===== src/rtl/sa_mmm_ctrl_if.sv =====
// Bus bundle between the tile DMA / PE grid side and the systolic-array
// sequencer. The controller uses the master modport; the environment
// (DMA, buffers, PE grid, drain consumer) uses the slave modport.
// Optional feature macro: SA_ABORT_EN adds the abort input.
interface sa_mmm_ctrl_if #(
  parameter int ARRAY_N = 4,
  parameter int K_W     = 8
);
  localparam int ROW_W = $clog2(ARRAY_N);

  logic               start;
  logic [K_W-1:0]     k_len;
  logic               busy;
  logic               done;
  logic               op_rd_en;
  logic [K_W-1:0]     op_rd_addr;
  logic               pe_clear;
  logic [ARRAY_N-1:0] row_vld;
  logic [ARRAY_N-1:0] col_vld;
  logic               out_valid;
  logic               out_ready;
  logic [ROW_W-1:0]   out_row;
`ifdef SA_ABORT_EN
  logic               abort;
`endif

  modport master (
    input  start,
    input  k_len,
    input  out_ready,
`ifdef SA_ABORT_EN
    input  abort,
`endif
    output busy,
    output done,
    output op_rd_en,
    output op_rd_addr,
    output pe_clear,
    output row_vld,
    output col_vld,
    output out_valid,
    output out_row
  );

  modport slave (
    output start,
    output k_len,
    output out_ready,
`ifdef SA_ABORT_EN
    output abort,
`endif
    input  busy,
    input  done,
    input  op_rd_en,
    input  op_rd_addr,
    input  pe_clear,
    input  row_vld,
    input  col_vld,
    input  out_valid,
    input  out_row
  );
endinterface


===== src/rtl/sa_mmm_ctrl.sv =====
// sa_mmm_ctrl: sequencer for an NxN fp16 systolic array. One start runs one
// tile: CLEAR (zero accumulators), FEED (k_len operand reads), FLUSH (let the
// last operand wave retire in PE(N-1,N-1)), DRAIN (N result rows over
// valid/ready), DONE (one-cycle pulse). Every output is a register loaded
// from the next-state decode, so outputs line up with the state they belong to.
// Optional feature macro: SA_ABORT_EN adds an abort input that drops any
// active tile back to IDLE without a done pulse.
module sa_mmm_ctrl #(
  parameter int ARRAY_N = 4,
  parameter int K_W     = 8,
  parameter int PE_LAT  = 2
) (
  input  logic          clk,
  input  logic          rst,
  sa_mmm_ctrl_if.master bus
);

  localparam int ROW_W     = $clog2(ARRAY_N);
  localparam int CNT_W     = $clog2(2 * ARRAY_N + PE_LAT + 1);
  // Last read needs 1 cycle of buffer latency, 2*(N-1) cycles of skew/travel
  // to reach the far corner PE, then PE_LAT cycles to retire its accumulate.
  localparam int FLUSH_LEN = 1 + 2 * (ARRAY_N - 1) + PE_LAT;

  localparam logic [CNT_W-1:0] FLUSH_LAST = CNT_W'(FLUSH_LEN - 1);
  localparam logic [ROW_W-1:0] ROW_LAST   = ROW_W'(ARRAY_N - 1);

  typedef enum logic [2:0] {
    S_IDLE  = 3'd0,
    S_CLEAR = 3'd1,
    S_FEED  = 3'd2,
    S_FLUSH = 3'd3,
    S_DRAIN = 3'd4,
    S_DONE  = 3'd5
  } state_t;

  state_t             state_q, state_d;
  logic [K_W-1:0]     k_q, k_d;
  logic [CNT_W-1:0]   flush_cnt_q, flush_cnt_d;
  logic               busy_q, busy_d;
  logic               done_q, done_d;
  logic               pe_clear_q, pe_clear_d;
  logic               op_rd_en_q, op_rd_en_d;
  logic [K_W-1:0]     op_rd_addr_q, op_rd_addr_d;
  logic               out_valid_q, out_valid_d;
  logic [ROW_W-1:0]   out_row_q, out_row_d;
  logic [ARRAY_N-1:0] vld_q, vld_d;
  logic               abort_s;

`ifdef SA_ABORT_EN
  // Abort only matters while a tile is active; in IDLE it is ignored.
  assign abort_s = bus.abort & (state_q != S_IDLE);
`else
  assign abort_s = 1'b0;
`endif

  // State register plus all registered outputs, counters and the skew line.
  always_ff @(posedge clk or posedge rst) begin
    if (rst) begin
      state_q      <= S_IDLE;
      k_q          <= {K_W{1'b0}};
      flush_cnt_q  <= {CNT_W{1'b0}};
      busy_q       <= 1'b0;
      done_q       <= 1'b0;
      pe_clear_q   <= 1'b0;
      op_rd_en_q   <= 1'b0;
      op_rd_addr_q <= {K_W{1'b0}};
      out_valid_q  <= 1'b0;
      out_row_q    <= {ROW_W{1'b0}};
      vld_q        <= {ARRAY_N{1'b0}};
    end else begin
      state_q      <= state_d;
      k_q          <= k_d;
      flush_cnt_q  <= flush_cnt_d;
      busy_q       <= busy_d;
      done_q       <= done_d;
      pe_clear_q   <= pe_clear_d;
      op_rd_en_q   <= op_rd_en_d;
      op_rd_addr_q <= op_rd_addr_d;
      out_valid_q  <= out_valid_d;
      out_row_q    <= out_row_d;
      vld_q        <= vld_d;
    end
  end

  // Next-state decode; abort overrides every other input.
  always_comb begin
    state_d = state_q;
    if (abort_s) begin
      state_d = S_IDLE;
    end else begin
      case (state_q)
        S_IDLE: begin
          if (bus.start) begin
            if (bus.k_len != {K_W{1'b0}}) begin
              state_d = S_CLEAR;
            end else begin
              state_d = S_DONE;
            end
          end else begin
            state_d = S_IDLE;
          end
        end
        S_CLEAR: state_d = S_FEED;
        S_FEED: begin
          if (op_rd_addr_q == (k_q - K_W'(1))) begin
            state_d = S_FLUSH;
          end else begin
            state_d = S_FEED;
          end
        end
        S_FLUSH: begin
          if (flush_cnt_q == FLUSH_LAST) begin
            state_d = S_DRAIN;
          end else begin
            state_d = S_FLUSH;
          end
        end
        S_DRAIN: begin
          if (bus.out_ready && (out_row_q == ROW_LAST)) begin
            state_d = S_DONE;
          end else begin
            state_d = S_DRAIN;
          end
        end
        S_DONE:  state_d = S_IDLE;
        default: state_d = S_IDLE;
      endcase
    end
  end

  // Output/counter decode from the upcoming state; counters restart on entry.
  always_comb begin
    busy_d      = (state_d != S_IDLE);
    done_d      = (state_d == S_DONE);
    pe_clear_d  = (state_d == S_CLEAR);
    op_rd_en_d  = (state_d == S_FEED);
    out_valid_d = (state_d == S_DRAIN);

    if ((state_q == S_IDLE) && bus.start) begin
      k_d = bus.k_len;
    end else begin
      k_d = k_q;
    end

    if ((state_d == S_FEED) && (state_q == S_FEED)) begin
      op_rd_addr_d = op_rd_addr_q + K_W'(1);
    end else begin
      op_rd_addr_d = {K_W{1'b0}};
    end

    if ((state_d == S_FLUSH) && (state_q == S_FLUSH)) begin
      flush_cnt_d = flush_cnt_q + CNT_W'(1);
    end else begin
      flush_cnt_d = {CNT_W{1'b0}};
    end

    if ((state_d == S_DRAIN) && (state_q == S_DRAIN)) begin
      if (bus.out_ready) begin
        out_row_d = out_row_q + ROW_W'(1);
      end else begin
        out_row_d = out_row_q;
      end
    end else begin
      out_row_d = {ROW_W{1'b0}};
    end

    // Bit 0 trails the read strobe by the buffer's 1-cycle latency; each
    // further row/column sees the wave one cycle later.
    if (abort_s) begin
      vld_d = {ARRAY_N{1'b0}};
    end else begin
      vld_d = {vld_q[ARRAY_N-2:0], op_rd_en_q};
    end
  end

  assign bus.busy       = busy_q;
  assign bus.done       = done_q;
  assign bus.pe_clear   = pe_clear_q;
  assign bus.op_rd_en   = op_rd_en_q;
  assign bus.op_rd_addr = op_rd_addr_q;
  assign bus.row_vld    = vld_q;
  assign bus.col_vld    = vld_q;
  assign bus.out_valid  = out_valid_q;
  assign bus.out_row    = out_row_q;

endmodule


===== src/flat_wrapper.sv =====
// flat-port wrapper written by rule: the top's interface ports become plain ports
module sa_mmm_ctrl_flat 
#(
  parameter int ARRAY_N = 4,
  parameter int K_W     = 8,
  parameter int PE_LAT  = 2
)
  (clk, rst, bus_start, bus_k_len, bus_out_ready, bus_busy, bus_done, bus_op_rd_en, bus_op_rd_addr, bus_pe_clear, bus_row_vld, bus_col_vld, bus_out_valid, bus_out_row);
  sa_mmm_ctrl_if #(.ARRAY_N(ARRAY_N), .K_W(K_W)) bus_i ();
  input  logic clk;
  input  logic rst;
  input wire logic [$bits(bus_i.start)-1:0] bus_start;
  input wire logic [$bits(bus_i.k_len)-1:0] bus_k_len;
  input wire logic [$bits(bus_i.out_ready)-1:0] bus_out_ready;
  output wire logic [$bits(bus_i.busy)-1:0] bus_busy;
  output wire logic [$bits(bus_i.done)-1:0] bus_done;
  output wire logic [$bits(bus_i.op_rd_en)-1:0] bus_op_rd_en;
  output wire logic [$bits(bus_i.op_rd_addr)-1:0] bus_op_rd_addr;
  output wire logic [$bits(bus_i.pe_clear)-1:0] bus_pe_clear;
  output wire logic [$bits(bus_i.row_vld)-1:0] bus_row_vld;
  output wire logic [$bits(bus_i.col_vld)-1:0] bus_col_vld;
  output wire logic [$bits(bus_i.out_valid)-1:0] bus_out_valid;
  output wire logic [$bits(bus_i.out_row)-1:0] bus_out_row;
  assign bus_i.start = bus_start;
  assign bus_i.k_len = bus_k_len;
  assign bus_i.out_ready = bus_out_ready;
  assign bus_busy = bus_i.busy;
  assign bus_done = bus_i.done;
  assign bus_op_rd_en = bus_i.op_rd_en;
  assign bus_op_rd_addr = bus_i.op_rd_addr;
  assign bus_pe_clear = bus_i.pe_clear;
  assign bus_row_vld = bus_i.row_vld;
  assign bus_col_vld = bus_i.col_vld;
  assign bus_out_valid = bus_i.out_valid;
  assign bus_out_row = bus_i.out_row;
  sa_mmm_ctrl #(.ARRAY_N(ARRAY_N), .K_W(K_W), .PE_LAT(PE_LAT)) u_core (.clk(clk), .rst(rst), .bus(bus_i));
endmodule

===== config.mk =====
export PLATFORM = sky130hd
export DESIGN_NAME = sa_mmm_ctrl_flat
export DESIGN_NICKNAME = d
export VERILOG_FILES = /design/src/rtl/sa_mmm_ctrl_if.sv /design/src/rtl/sa_mmm_ctrl.sv /design/src/flat_wrapper.sv
export SDC_FILE = /design/constraint.sdc
export NUM_CORES = 1
export LEC_CHECK = 0
export CAP_MARGIN = 25
export CORE_MARGIN = 8
export CORE_UTILIZATION = 46
export CTS_CLUSTER_SIZE = 40
export DETAILED_ROUTE_END_ITERATION = 8
export PLACE_DENSITY_LB_ADDON = 0.05
export SYNTH_ARGS = -nofsm -noshare
export SYNTH_HDL_FRONTEND = slang
export SYNTH_SLANG_ARGS = --single-unit

===== constraint.sdc =====
create_clock -name clk -period 1.9 [get_ports clk]
set_input_delay 0.19 -clock clk [delete_from_list [all_inputs] [get_ports clk]]
set_output_delay 0.19 -clock clk [all_outputs]
set_load 0.005 [all_outputs]

==> metrics <==
worst-path maximum fanout 8; Post-synth top flop dfrtp_1; TritonCTS clock tree done; DP HPWL 3.02 mm; Post-Syn Area 1750 µm²; count of final hold-check violations 0; H-Tree Depth 2; max frequency 0.541 GHz; post-synthesis sequential area ratio 48.7%; synth warn 0; Fillers 306; initial core utilization 47.7%; via-per-instance ratio 5.10; global-route wire length before repair 6.49 mm; drt drc 0; DR iter-0 viols 70; GRT Resource Usage Total 13.4%; Netlist cell types 40; area of the multi-input gates 845 µm²; layout cell share with drive strength beyond 1 18.7%; most frequent cells in the layout clkdlybuf4s50_1, dfrtp_1, nor2_1; FF/Latch Area 851 µm²; Seq cells post-synth 34; critical path type flop to flop; Worst EP required 2.07 ns; clock slew at reported path FFs 0.07 ns; Min Hold Slack 0.165 ns; initial antenna violation count 0; Tcrit/Tclk final 97.2%; CTS max path bufs 2; instance count of the mapped netlist 166; largest net degree at the start of global routing 29; CTS Buf Count 5; Die Y 77.6 µm; CP arrival 2.02 ns; total die area 6030 µm²; Vias 1,336; # IOs 35; Final setup viols 0; Post-Route WL 3.91 mm; leading area contributor after synthesis dfrtp_1; vias in the first global route 1,388; post-synth net total 183; port bufs 34; DRT antenna net count 0; maximum resistive drop on vdd 628 µV; HP Class input port to asynchronous set/reset pin; ys async rst share 100%; crit path time final 1.85 ns; post-synth top area share 48.7%; Lkg Pwr 1.03 nW; Core Area 3660 µm²; DR pass1 iterations 4; Final Max Slew Viols 0; outcome complete, no violations; Power per Cell Area 1160 nW/µm²; clock latency on the worst-skew pair 0.28 ns; die width 77.6 µm; global route overflow 0; Rows 22; Clock Sink Count 34; Max-slew headroom 71.4%; Worst Max-Slew Pin Slew 0.425 ns; drt wl/cell 14.9 µm; NumNets Final 230; Post-synth EDFFs 0; GP Congestion 0.802; TNS Setup 0 ns; max-capacitance violation count 0; Setup Skew 0.00248 ns; CTS Root Cell clkbuf_8; syn avg cell area 10.5 µm²; RSZ-0062 raised after global routing true; startpoint types flop; largest cells by area after synthesis dfrtp_1, xnor2_1, nor2_1; Antenna Cells 0; synthesis-to-finish area growth 33.9%; cells on worst reg2reg path 7; Worst Setup End Kind flop
[registers in the layout (all words and copies together) (netlist names)]
signal,count
u_core.bus.op_rd_addr,8
u_core.k_q,8
u_core.bus.col_vld,4
u_core.flush_cnt_q,4
u_core.state_q,3
u_core.bus.out_row,2
u_core.bus.busy,1
u_core.bus.done,1
u_core.bus.op_rd_en,1
u_core.bus.out_valid,1
u_core.bus.pe_clear,1
[synth_stat cells, types with 2 or more instances]
master and n:
nand2b_1 5, ha_1 5, dfrtp_1 34, and3_1 3, o21ai_0 3, xnor2_1 10, a21oi_1 5, mux2_2 6
nor3_1 5, buf_6 2, nand3b_1 3, nand4_1 2, xor2_1 6, nor2_1 21, nand3_1 4, inv_1 8
nor3b_1 3, nand2_1 15, buf_4 5
[per-stage QoR]
step	std cells	area [µm²]	util (%)	setup WS [ns]	total power, mW
detailed placement	250	2170	59.3	-0.0410	2.12
global placement	250	2170	59.3	0.0243	2.09
CTS	259	2280	62.3	0.0315	2.68
floorplan	166	1750	-	-0.00248	1.69
finish	262	2340	63.9	0.0525	2.72
global route	262	2340	63.9	-0.0457	2.91
[path summary, 6_finish.rpt]
check,startpoint,to,slack [ns]
max in group asynchronous,rst,u_core.k_q[4],1.29
worst max-delay path,u_core.k_q[1],u_core.bus.op_rd_en,0.05
worst min-delay path,rst,u_core.bus.col_vld[1],0.17
worst min register to register,u_core.bus.op_rd_en,u_core.bus.col_vld[0],0.38
min in group clk,u_core.bus.op_rd_en,u_core.bus.col_vld[0],0.38
worst max register to register,u_core.k_q[1],u_core.bus.op_rd_en,0.05
[repair_timing]
action	CTS	global route
pin swaps	1	5
endpoints found under the setup margin	3	6
gates resized for setup	0	8
hold buffers	0	0
buffers inserted	1	3
[cells by family (layout without fill, tap and decap cells)]
group | count (synthesis) | in the layout | share of synthesized area [%]
simple gates | 71 | 71 | 21.7
flops | 34 | 34 | 48.7
compound gates | 18 | 18 | 8.45
xor+xnor | 16 | 16 | 8.02
buf+inv | 15 | 63 | 5.15
mux | 7 | 7 | 4.44
fa+ha+maj | 5 | 5 | 3.58
[power by group]
group          switching (mW)  leakage [nW]  internal (mW)
clock network           0.247        0.0482          0.292
logic                   0.457         0.550          0.634
registers               0.198         0.427          0.898
total                   0.902          1.03           1.82
[layout make-up]
type / count / area share, %
Inverter: 8 / 1.28
Clock inverter: 1 / 0.214
Tap cell: 48 / 2.57
Clock buffer: 7 / 3.69
Timing Repair Buffer: 47 / 19.8
Multi-Input combinational cell: 117 / 36.1
Sequential cell: 34 / 36.4
[per-layer routing]
| layer | share of wire (%) | GRT usage [%] |
|---|---|---|
| met2 | 53 | 23.1 |
| met3 | 4.3 | 5.07 |
| met5 | 0 | 0 |
| met4 | 0.79 | 3.96 |
| met1 | 42 | 14.8 |
[worst max-delay path, cell delays in order (launching register included)]
cell       delay, ns
dfrtp_1         0.39
buf_4           0.16
nor2_1          0.21
and3_2          0.23
o2111ai_2       0.14
a211oi_4        0.28
buf_12          0.15
and3b_1         0.17
Note: power is estimated with default switching activity, not from simulation.
